$ cat config.mk
export PLATFORM = sky130hd
export DESIGN_NAME = alu_result_writeback_flat
export DESIGN_NICKNAME = d
export VERILOG_FILES = /design/src/rtl/alu_result_writeback_pkg.sv /design/src/rtl/alu_result_writeback_if.sv /design/src/rtl/alu_result_writeback_wb_fifo.sv /design/src/rtl/alu_result_writeback.sv /design/src/flat_wrapper.sv
export SDC_FILE = /design/constraint.sdc
export NUM_CORES = 1
export LEC_CHECK = 0
export ABC_AREA = 0
export BUFFER_PORTS_ARGS = -buffer_cell sky130_fd_sc_hd__buf_4
export CORE_ASPECT_RATIO = 1.1
export CORE_MARGIN = 3
export CORE_UTILIZATION = 40
export DETAILED_ROUTE_END_ITERATION = 7
export GPL_TIMING_DRIVEN = 0
export HOLD_SLACK_MARGIN = 0.02
export PLACE_DENSITY = 0.65
export SLEW_MARGIN = 30
export SYNTH_ARGS = -nofsm -noshare
export SYNTH_HDL_FRONTEND = slang
export SYNTH_SLANG_ARGS = --single-unit
$ cat constraint.sdc
create_clock -name Clk -period 3.2 [get_ports Clk]
set_input_delay 0.32 -clock Clk [delete_from_list [all_inputs] [get_ports Clk]]
set_output_delay 0.32 -clock Clk [all_outputs]
set_load 0.02 [all_outputs]
$ cat src/rtl/alu_result_writeback_pkg.sv
// Shared types for the ALU result write-back sequencer: opcode constants,
// the buffered packet layout and the drain-state encoding.
package alu_result_writeback_pkg;

    // Register address width carried inside each buffered packet.
    localparam int WB_REG_AW = 4;

    localparam logic [2:0] ALU_ADD  = 3'b000;
    localparam logic [2:0] ALU_SUB  = 3'b001;
    localparam logic [2:0] ALU_MOVE = 3'b010;
    localparam logic [2:0] ALU_SWAP = 3'b011;
    localparam logic [2:0] ALU_AND  = 3'b100;
    localparam logic [2:0] ALU_OR   = 3'b101;

    typedef struct packed {
        logic [31:0]          result;
        logic                 overflow;
        logic [2:0]           opcode;
        logic [WB_REG_AW-1:0] dest_a;
        logic [WB_REG_AW-1:0] dest_b;
    } wb_entry_t;

    typedef enum logic {
        ST_IDLE    = 1'b0,
        ST_SWAP_HI = 1'b1
    } drain_state_t;

endpackage

$ cat src/rtl/alu_result_writeback_if.sv
// Producer-to-write-back handshake bundle. The producer (master) holds a
// packet on InValid until InReady is seen high at a clock edge.
interface alu_result_writeback_if #(
    parameter int REG_AW = 4
) ();
    logic              InValid;
    logic              InReady;
    logic [31:0]       InResult;
    logic              InOverflow;
    logic [2:0]        InALUControl;
    logic [REG_AW-1:0] InDestA;
    logic [REG_AW-1:0] InDestB;

    modport master (
        output InValid, InResult, InOverflow, InALUControl, InDestA, InDestB,
        input  InReady
    );

    modport slave (
        input  InValid, InResult, InOverflow, InALUControl, InDestA, InDestB,
        output InReady
    );
endinterface

$ cat src/rtl/alu_result_writeback_wb_fifo.sv
// Synchronous FIFO of write-back packets. Head is read combinationally so the
// drain FSM can act on a packet in the cycle after it was pushed.
module wb_fifo
    import alu_result_writeback_pkg::*;
#(
    parameter int DEPTH = 4
) (
    input  logic                     clk,
    input  logic                     rst_n,
    input  logic                     push,
    input  wb_entry_t                din,
    input  logic                     pop,
    output wb_entry_t                head,
    output logic                     full,
    output logic                     empty,
    output logic [$clog2(DEPTH):0]   count
);
    localparam int AW = $clog2(DEPTH);

    wb_entry_t         mem [DEPTH];
    logic [AW-1:0]     wr_ptr;
    logic [AW-1:0]     rd_ptr;

    assign head  = mem[rd_ptr];
    assign full  = (count == (AW+1)'(DEPTH));
    assign empty = (count == '0);

    // Storage array; contents need no reset since count gates every read.
    always_ff @(posedge clk) begin
        if (push) begin
            mem[wr_ptr] <= din;
        end
    end

    // Pointers wrap naturally at DEPTH (power of two); count tracks occupancy.
    always_ff @(posedge clk) begin
        if (!rst_n) begin
            wr_ptr <= '0;
            rd_ptr <= '0;
            count  <= '0;
        end else begin
            if (push) begin
                wr_ptr <= wr_ptr + 1'b1;
            end
            if (pop) begin
                rd_ptr <= rd_ptr + 1'b1;
            end
            case ({push, pop})
                2'b10:   count <= count + 1'b1;
                2'b01:   count <= count - 1'b1;
                default: count <= count;
            endcase
        end
    end

endmodule

$ cat src/rtl/alu_result_writeback.sv
// ALU result write-back sequencer: buffers result packets and drains them onto
// the single register-file write port, splitting SWAP into two writes.
// Build option: define WB_OVERFLOW_TRAP_EN to turn overflowing ADD/SUB into a
// one-cycle Exception pulse instead of a write; otherwise they write normally
// and Exception/ExcDest stay 0.
//
// state      | meaning
// -----------+-------------------------------------------------------------
// ST_IDLE    | act on FIFO head: single write, trap, or low half of a SWAP
// ST_SWAP_HI | write high half of the SWAP at the head, then pop it
module alu_result_writeback
    import alu_result_writeback_pkg::*;
#(
    parameter int DEPTH  = 4,
    // Must match WB_REG_AW, the destination width stored in each packet.
    parameter int REG_AW = WB_REG_AW
) (
    input  logic                  Clk,
    input  logic                  Reset_n,
    alu_result_writeback_if.slave in_bus,
    output logic                  RegWrEn,
    output logic [REG_AW-1:0]     RegWrAddr,
    output logic [15:0]           RegWrData,
    output logic                  Exception,
    output logic [REG_AW-1:0]     ExcDest,
    output logic                  Busy
);
    localparam int CW = $clog2(DEPTH) + 1;

`ifdef WB_OVERFLOW_TRAP_EN
    localparam bit TRAP_EN = 1'b1;
`else
    localparam bit TRAP_EN = 1'b0;
`endif

    drain_state_t      state_q;
    drain_state_t      state_d;
    wb_entry_t         fifo_din;
    wb_entry_t         head;
    logic              fifo_full;
    logic              fifo_empty;
    logic [CW-1:0]     fifo_count;
    logic [CW-1:0]     count_next;
    logic              push;
    logic              pop;

    logic              wr_en_d;
    logic [REG_AW-1:0] wr_addr_d;
    logic [15:0]       wr_data_d;
    logic              exc_d;
    logic [REG_AW-1:0] exc_dest_d;

    // Ready comes from the pre-pop count, so a full FIFO refuses a push even
    // in the cycle it pops.
    assign in_bus.InReady = !fifo_full;
    assign push           = in_bus.InValid && in_bus.InReady;

    assign fifo_din.result   = in_bus.InResult;
    assign fifo_din.overflow = in_bus.InOverflow;
    assign fifo_din.opcode   = in_bus.InALUControl;
    assign fifo_din.dest_a   = in_bus.InDestA;
    assign fifo_din.dest_b   = in_bus.InDestB;

    wb_fifo #(
        .DEPTH (DEPTH)
    ) u_fifo (
        .clk   (Clk),
        .rst_n (Reset_n),
        .push  (push),
        .din   (fifo_din),
        .pop   (pop),
        .head  (head),
        .full  (fifo_full),
        .empty (fifo_empty),
        .count (fifo_count)
    );

    // A SWAP stays at the head during SWAP_HI, so occupancy alone tells Busy.
    assign count_next = fifo_count + CW'(push) - CW'(pop);

    // Drain decision for the current head: next state, pop and next outputs.
    always_comb begin
        state_d    = state_q;
        pop        = 1'b0;
        wr_en_d    = 1'b0;
        wr_addr_d  = '0;
        wr_data_d  = '0;
        exc_d      = 1'b0;
        exc_dest_d = '0;
        case (state_q)
            ST_IDLE: begin
                if (!fifo_empty) begin
                    case (head.opcode)
                        ALU_SWAP: begin
                            wr_en_d   = 1'b1;
                            wr_addr_d = head.dest_a;
                            wr_data_d = head.result[15:0];
                            state_d   = ST_SWAP_HI;
                        end
                        ALU_ADD, ALU_SUB: begin
                            pop = 1'b1;
                            if (TRAP_EN && head.overflow) begin
                                exc_d      = 1'b1;
                                exc_dest_d = head.dest_a;
                            end else begin
                                wr_en_d   = 1'b1;
                                wr_addr_d = head.dest_a;
                                wr_data_d = head.result[15:0];
                            end
                        end
                        ALU_MOVE, ALU_AND, ALU_OR: begin
                            pop       = 1'b1;
                            wr_en_d   = 1'b1;
                            wr_addr_d = head.dest_a;
                            wr_data_d = head.result[15:0];
                        end
                        default: begin
                            // 110/111 decode as OR.
                            pop       = 1'b1;
                            wr_en_d   = 1'b1;
                            wr_addr_d = head.dest_a;
                            wr_data_d = head.result[15:0];
                        end
                    endcase
                end
            end
            ST_SWAP_HI: begin
                pop       = 1'b1;
                wr_en_d   = 1'b1;
                wr_addr_d = head.dest_b;
                wr_data_d = head.result[31:16];
                state_d   = ST_IDLE;
            end
            default: begin
                state_d = ST_IDLE;
            end
        endcase
    end

    // State and registered write-port / exception / busy outputs.
    always_ff @(posedge Clk) begin
        if (!Reset_n) begin
            state_q   <= ST_IDLE;
            RegWrEn   <= 1'b0;
            RegWrAddr <= '0;
            RegWrData <= '0;
            Exception <= 1'b0;
            ExcDest   <= '0;
            Busy      <= 1'b0;
        end else begin
            state_q   <= state_d;
            RegWrEn   <= wr_en_d;
            RegWrAddr <= wr_addr_d;
            RegWrData <= wr_data_d;
            Exception <= exc_d;
            ExcDest   <= exc_dest_d;
            Busy      <= (count_next != '0);
        end
    end

endmodule
$ cat src/flat_wrapper.sv
// flat-port wrapper written by rule: the top's interface ports become plain ports
module alu_result_writeback_flat import alu_result_writeback_pkg::*;
#(
    parameter int DEPTH  = 4,
                                                                         
    parameter int REG_AW = WB_REG_AW
)
  (Clk, Reset_n, RegWrEn, RegWrAddr, RegWrData, Exception, ExcDest, Busy, in_bus_InValid, in_bus_InResult, in_bus_InOverflow, in_bus_InALUControl, in_bus_InDestA, in_bus_InDestB, in_bus_InReady);
  alu_result_writeback_if #(.REG_AW(REG_AW)) in_bus_i ();
  input  logic Clk;
  input  logic Reset_n;
  output logic RegWrEn;
  output logic [REG_AW-1:0] RegWrAddr;
  output logic [15:0] RegWrData;
  output logic Exception;
  output logic [REG_AW-1:0] ExcDest;
  output logic Busy;
  input wire logic [$bits(in_bus_i.InValid)-1:0] in_bus_InValid;
  input wire logic [$bits(in_bus_i.InResult)-1:0] in_bus_InResult;
  input wire logic [$bits(in_bus_i.InOverflow)-1:0] in_bus_InOverflow;
  input wire logic [$bits(in_bus_i.InALUControl)-1:0] in_bus_InALUControl;
  input wire logic [$bits(in_bus_i.InDestA)-1:0] in_bus_InDestA;
  input wire logic [$bits(in_bus_i.InDestB)-1:0] in_bus_InDestB;
  output wire logic [$bits(in_bus_i.InReady)-1:0] in_bus_InReady;
  assign in_bus_i.InValid = in_bus_InValid;
  assign in_bus_i.InResult = in_bus_InResult;
  assign in_bus_i.InOverflow = in_bus_InOverflow;
  assign in_bus_i.InALUControl = in_bus_InALUControl;
  assign in_bus_i.InDestA = in_bus_InDestA;
  assign in_bus_i.InDestB = in_bus_InDestB;
  assign in_bus_InReady = in_bus_i.InReady;
  alu_result_writeback #(.DEPTH(DEPTH), .REG_AW(REG_AW)) u_core (.Clk(Clk), .Reset_n(Reset_n), .in_bus(in_bus_i), .RegWrEn(RegWrEn), .RegWrAddr(RegWrAddr), .RegWrData(RegWrData), .Exception(Exception), .ExcDest(ExcDest), .Busy(Busy));
endmodule
==> results of run 1 <==
[registers in the layout (all words and copies together), names as in the netlist, named ones only]
register / flops
u_core.Busy: 1
u_core.u_fifo.rd_ptr: 2
u_core.RegWrData: 16
u_core.RegWrEn: 1
u_core.u_fifo.wr_ptr: 2
u_core.u_fifo.mem: 172
u_core.RegWrAddr: 4
u_core.u_fifo.count: 3
u_core.state_q: 1
[placed cells by master (no fill, tap or decap), drive strengths merged, types with 3 or more instances in the layout]
cell,instances
dfxtp,32
nand4b,3
mux4,40
buf,85
conb,5
clkbuf,38
inv,7
nand4,3
clkinv,6
nand2b,3
nor2,4
edfxtp,172
and3,7
clkinvlp,3
a22oi,21
nand2,5
xnor2,4
nand3b,3
ha,5
nor2b,21
[how the worst max path moves through the flow]
stage	start	end	slack [ns]
floorplan	u_core.u_fifo.count[2]	u_core.u_fifo.count[2]	0.46
global placement	u_core.u_fifo.count[1]	u_core.u_fifo.mem[3][12]	0.08
detailed placement	u_core.u_fifo.count[2]	u_core.u_fifo.count[2]	0.23
CTS	u_core.u_fifo.count[2]	u_core.u_fifo.count[2]	0.21
global route	u_core.u_fifo.count[2]	u_core.u_fifo.count[2]	0.03
finish	u_core.u_fifo.count[2]	u_core.u_fifo.count[2]	0.19
[cell type report]
cell class              instances  area, um^2
inverters                       6        22.5
clock buffers                  22         507
plain buffers                  29         150
multi-input cells             161        1820
clock inverters                11        93.8
repair buffers                 72         591
flip-flops and latches        204        5810
fillers                      1546        9440
well taps                     243         304
[stage by stage]
| step | total power, mW | hold WS [ns] | util, % |
|---|---|---|---|
| finish | 7.40 | 0.0368 | 49.6 |
| detailed placement | 5.35 | 0.483 | 46.4 |
| CTS | 7.50 | 0.0208 | 49.6 |
| global route | 7.78 | 0.0224 | 49.6 |
| floorplan | 4.70 | 0.419 | - |
| global placement | 5.27 | 0.461 | 45.9 |
[critical path: cells and delay by family (launching register included)]
kind | cells | cell delay [ns]
simple gates | 5 | 1.25
fa+ha+maj | 1 | 0.54
flops | 1 | 0.47
compound gates | 2 | 0.36
buf+inv | 2 | 0.31
[logic make-up after synthesis]
family / count (synthesis)
AND/OR/NAND/NOR: 67
AO/OA/AOI/OAI: 36
buffers and inverters: 35
multiplexers: 42
other: 1
XOR/XNOR: 4
adder cells (fa/ha/maj): 7
flip-flops: 204
[cells in the mapped netlist (3+ instances only)]
cell,number,share of area [%]
buf_2,6,0.39
dfxtp_1,32,8.3
nor2b_1,21,1.7
nand4b_1,3,0.34
inv_1,6,0.29
xnor2_1,4,0.45
nand3b_1,3,0.29
mux4_2,40,12
and3_1,7,0.56
nand2_1,5,0.24
nand4_1,3,0.24
clkbuf_1,16,0.77
buf_4,5,0.48
ha_1,5,0.81
a22oi_1,21,2.0
nor2_1,4,0.19
nand2b_1,3,0.24
edfxtp_1,172,67
[where the power goes]
group / switching [mW] / internal (mW) / total (mW)
clock: 0.924 / 1.22 / 2.15
combinational: 1.02 / 0.878 / 1.90
sequential: 0.109 / 3.25 / 3.35
total: 2.06 / 5.35 / 7.40
[layer usage]
metal	share of wire [%]	GRT usage, %	vias up
met5	0	0	-
met2	53	25.5	111
met3	5.4	2.73	28
met1	39	17.6	2001
li1	-	-	1781
met4	2.5	4.85	0
==> impl_metrics.json, run 1 <==
{
  "h-tree-depth": 1,
  "synth.distinct_cells": 47,
  "rsz0062_at_grt": "false",
  "pre_cts_ws_ns": 0.230,
  "antenna_found_initial": 0,
  "synth-compound-area-share_pct": 3.66,
  "drive_gt1_share_pct": 32.5,
  "start_util_pct": 41.4,
  "syn_area_um2": 7760,
  "finalMaxSlewViolations": 0,
  "finalCritPeriodShare_pct": 94.0,
  "dieArea_um2": 21100,
  "cts.clk_slew.worst_paths_ns": 0.07,
  "synth_warnings": 0,
  "critical_path.slowest_cell": "fa_1",
  "die_w_um": 139,
  "ys_seq_area_share_pct": 74.8,
  "routed_wl_um": 15000,
  "path_cells": "or3b_1, buf_2, and2_1, buf_6, or2_2, fa_1, nor2b_1, nand4_1, a211o_1, o2111ai_1",
  "clock_skew_ns": 0.0167,
  "drt_iter0_drc": 294,
  "cts_tree": "done",
  "clk_path_buf_depth": 3,
  "cts-resized-gates": 0,
  "wire_per_inst_um": 20.1,
  "ios": 75,
  "drcViolationCount": 0,
  "reg2regPathDepth": 10,
  "cp_slowest_stage_delay_ns": 0.54,
  "power_density_nw_per_um2": 797,
  "cts.sinks": 204,
  "std_cell_rows": 52,
  "r2r_start": "u_core.u_fifo.count[2]",
  "arrival_ns": 3.41,
  "hpwl_um": 9240,
  "synth_xor_xnor_area_share_pct": 0.451,
  "synth_edf_count": 172,
  "nets": 547,
  "grt_max_degree": 34,
  "hold-path-endpoint": "u_core.u_fifo.mem[2][38]",
  "die_h_um": 152,
  "final-setup-viol-count": 0,
  "gp_congestion": 0.766,
  "crit_type": "flop to flop",
  "yosys.area_share.simple_pct": 5.66,
  "tightest_slew_ns": 0.835,
  "cts_hold_buf": 0,
  "status": "completed",
  "ys_ff_latch": 204,
  "post_cts_buffers": 0,
  "period_needed_ns": 3.01,
  "hp-class": "input port to flop",
  "yosys-mux-area-fraction_pct": 11.9,
  "coreArea_um2": 18700,
  "synth_area_per_cell_um2": 19.6,
  "n_antenna_cell": 0,
  "grt_pass1_vias": 4285,
  "grt-ovfl-total": 0,
  "placedCellCount": 715,
  "cp_data_required_time_ns": 3.60,
  "viasPerCell": 5.24,
  "io_buffer_count": 68,
  "grt_pass1_wl_um": 23700,
  "hold_start": "in_bus_InResult[26]",
  "synth_top_family_by_area": "multiplexers",
  "drv_cap": 0,
  "root_buffer": "clkbuf_16",
  "postRouteAntennaNets": 0,
  "synthArstFlopShare_pct": 0,
  "via_count": 3921,
  "r2r_end": "u_core.u_fifo.count[2]",
  "synth-adder-area-share_pct": 1.32,
  "grt_usage_pct": 14.4,
  "fmax_ghz": 0.333,
  "area_growth_pct": 19.7,
  "placed_area_um2": 8690,
  "hold_viol_final": 0,
  "hold_path_depth": 1,
  "design_area_um2": 9290,
  "cp-end-kind": "flop",
  "setup_ws_ns": 0.193,
  "dr.pass1.iters": 5,
  "ir_drop_mv": 0.253,
  "clock_latency_ns": 0.48,
  "postSynthCellCount": 396,
  "cts_made_buffers": 19,
  "worstSetupStartpointType": "flop",
  "synth-main-ff-cell": "edfxtp_1",
  "tns_ns": 0,
  "finalNonFillerCells": 748,
  "leakage_nw": 3.13,
  "worst_slew_margin_rel_pct": 44.3,
  "crit_fanout": 10,
  "r2r_slack_ns": 0.19
}
Power figures use the tool's default switching activity.
==> run 2: changes to the inputs <==
--- a/config.mk
+++ b/config.mk
@@ -7,13 +7,15 @@
 export LEC_CHECK = 0
 export ABC_AREA = 0
 export BUFFER_PORTS_ARGS = -buffer_cell sky130_fd_sc_hd__buf_4
+export CELL_PAD_IN_SITES_DETAIL_PLACEMENT = 0
+export CELL_PAD_IN_SITES_GLOBAL_PLACEMENT = 1
 export CORE_ASPECT_RATIO = 1.1
 export CORE_MARGIN = 3
 export CORE_UTILIZATION = 40
 export DETAILED_ROUTE_END_ITERATION = 7
 export GPL_TIMING_DRIVEN = 0
 export HOLD_SLACK_MARGIN = 0.02
-export PLACE_DENSITY = 0.65
+export PLACE_DENSITY = 0.72
 export SLEW_MARGIN = 30
 export SYNTH_ARGS = -nofsm -noshare
 export SYNTH_HDL_FRONTEND = slang
==> run 2 against run 1 <==
Hold slack got worse by 0.0016 ns. Via count is 1.9% higher. Critical path depth grew 1. Final cell count up 2.9%. Critical path type unchanged. Largest cell class unchanged.
==> impl_metrics.json, run 2 (synthesis results as in run 1) <==
{
  "status": "completed",
  "finalNonFillerCells": 770,
  "cts_made_buffers": 21,
  "worstSetupStartpointType": "flop",
  "busiest_layer": "met2",
  "grt_pass1_wl_um": 24100,
  "reg_top3": "u_core.u_fifo.mem (172), u_core.RegWrData (16), u_core.RegWrAddr (4)",
  "clock_skew_ns": 0.0117,
  "hold_viol_final": 0,
  "ir_drop_mv": 0.301,
  "grt_max_degree": 34,
  "routed_wl_um": 15200,
  "power_density_nw_per_um2": 813,
  "finalMaxSlewViolations": 0,
  "crit_fanout": 10,
  "crit_type": "flop to flop",
  "grt_usage_pct": 14.5,
  "n_antenna_cell": 0,
  "worst_slew_margin_rel_pct": 44.4,
  "h-tree-depth": 1,
  "drive_gt1_share_pct": 31.5,
  "hp-class": "input port to flop",
  "cts.sinks": 204,
  "clk_path_buf_depth": 3,
  "grt-ovfl-total": 0,
  "dr.pass1.iters": 4,
  "grtUsageMet1_pct": 18.0,
  "viasPerCell": 5.19,
  "grt_use_met3_pct": 2.14,
  "cts_tree": "done",
  "fmax_ghz": 0.337,
  "via_count": 3994,
  "die_w_um": 139,
  "final_cell_mix": "edfxtp_1 (172), buf_4 (73), mux4_2 (40), dfxtp_1 (31)",
  "nets": 566,
  "start_util_pct": 41.4,
  "wire_per_inst_um": 19.8,
  "final_common_cell": "edfxtp_1",
  "cp_data_required_time_ns": 3.60,
  "io_buffer_count": 68,
  "arrival_ns": 3.37,
  "std_cell_rows": 52,
  "leakage_nw": 3.27,
  "fillers": 1535,
  "tns_ns": 0,
  "final-setup-viol-count": 0,
  "cp-end-kind": "flop",
  "largest_register_ff_count": 172,
  "drcViolationCount": 0,
  "finalCritPeriodShare_pct": 92.7,
  "area_growth_pct": 23.5,
  "hpwl_um": 9430,
  "gp_congestion": 0.725,
  "cts.clk_slew.worst_paths_ns": 0.06,
  "grt_pass1_vias": 4388,
  "antenna_found_initial": 0,
  "clock_latency_ns": 0.49,
  "pre_cts_ws_ns": 0.204,
  "ios": 75,
  "period_needed_ns": 2.97,
  "drv_cap": 0,
  "grt_use_met2_pct": 25.9,
  "postRouteAntennaNets": 0,
  "root_buffer": "clkbuf_16",
  "placedCellCount": 715,
  "coreArea_um2": 18700,
  "tightest_slew_ns": 0.834,
  "rsz0062_at_grt": "false",
  "dieArea_um2": 21100,
  "setup_ws_ns": 0.233,
  "die_h_um": 152,
  "top_register": "u_core.u_fifo.mem",
  "drt_iter0_drc": 278
}
## run 2: cell count changes in the layout (fill, tap and decap cells not counted), moves of 2 or more
| cell | previous run | this run |
|---|---|---|
| clkinv_1 | 1 | 3 |
| dlygate4sd3_1 | 0 | 17 |
| clkbuf_16 | 19 | 21 |
| bufinv_16 | 1 | 4 |
| clkbuf_1 | 17 | 19 |
| clkinvlp_4 | 3 | 0 |
## run 2: final timing paths
path	startpoint	to	slack [ns]	cells past startpoint
min	in_bus_InDestB[3]	u_core.u_fifo.mem[3][3]	0.04	1
min reg2reg	u_core.u_fifo.rd_ptr[1]	u_core.u_fifo.rd_ptr[1]	0.49	2
max	flop	u_core.u_fifo.count[2]	0.23	11
max reg2reg	flop	u_core.u_fifo.count[2]	0.23	11
## run 2: cell type report
cell class / instances / area [um^2] / area share, %
flip-flops and latches: 204 / 5810 / 60.6
multi-input cells: 161 / 1820 / 19.0
repair buffers: 89 / 761 / 7.93
clock buffers: 25 / 551 / 5.74
well taps: 243 / 304 / 3.17
clock inverters: 13 / 173 / 1.80
plain buffers: 29 / 150 / 1.57
inverters: 6 / 22.5 / 0.235
## run 2: metrics by stage
stage | power (mW) | util (%) | hold slack, ns | area [um^2]
floorplan | 4.70 | - | 0.419 | 7780
global placement | 5.28 | 45.9 | 0.462 | 8590
detailed placement | 5.36 | 46.4 | 0.497 | 8690
CTS | 7.90 | 51.2 | 0.0207 | 9590
global route | 8.17 | 51.2 | 0.0204 | 9590
finish | 7.80 | 51.2 | 0.0352 | 9590
## run 2: layer usage
layer / wire (um) / share of wire (%)
met5: 0 / 0
met4: 400 / 2.6
met3: 789 / 5.2
met2: 8050 / 53
met1: 5980 / 39
## run 2: power breakdown
group	switching [mW]	leakage [nW]	internal, mW
registers	0.106	1.84	3.25
clock network	0.959	0.356	1.56
logic	1.03	1.07	0.893
## run 2: worst max-delay path: stages, from the launching register on
cell	delay, ns
dfxtp_1	0.32
clkbuf_1	0.26
nand4bb_1	0.19
and4_1	0.19
buf_2	0.22
nor3_2	0.10
or2_2	0.33
fa_1	0.52
nor2b_1	0.22
nand4_1	0.15
a211o_1	0.29
o2111ai_1	0.09
## run 2: timing repair
item,4_1_cts,5_1_grt
setup endpoints to repair,0,1
gates resized for setup,0,1
hold endpoints to repair,58,0
buffers inserted,0,0
hold buffers,17,0
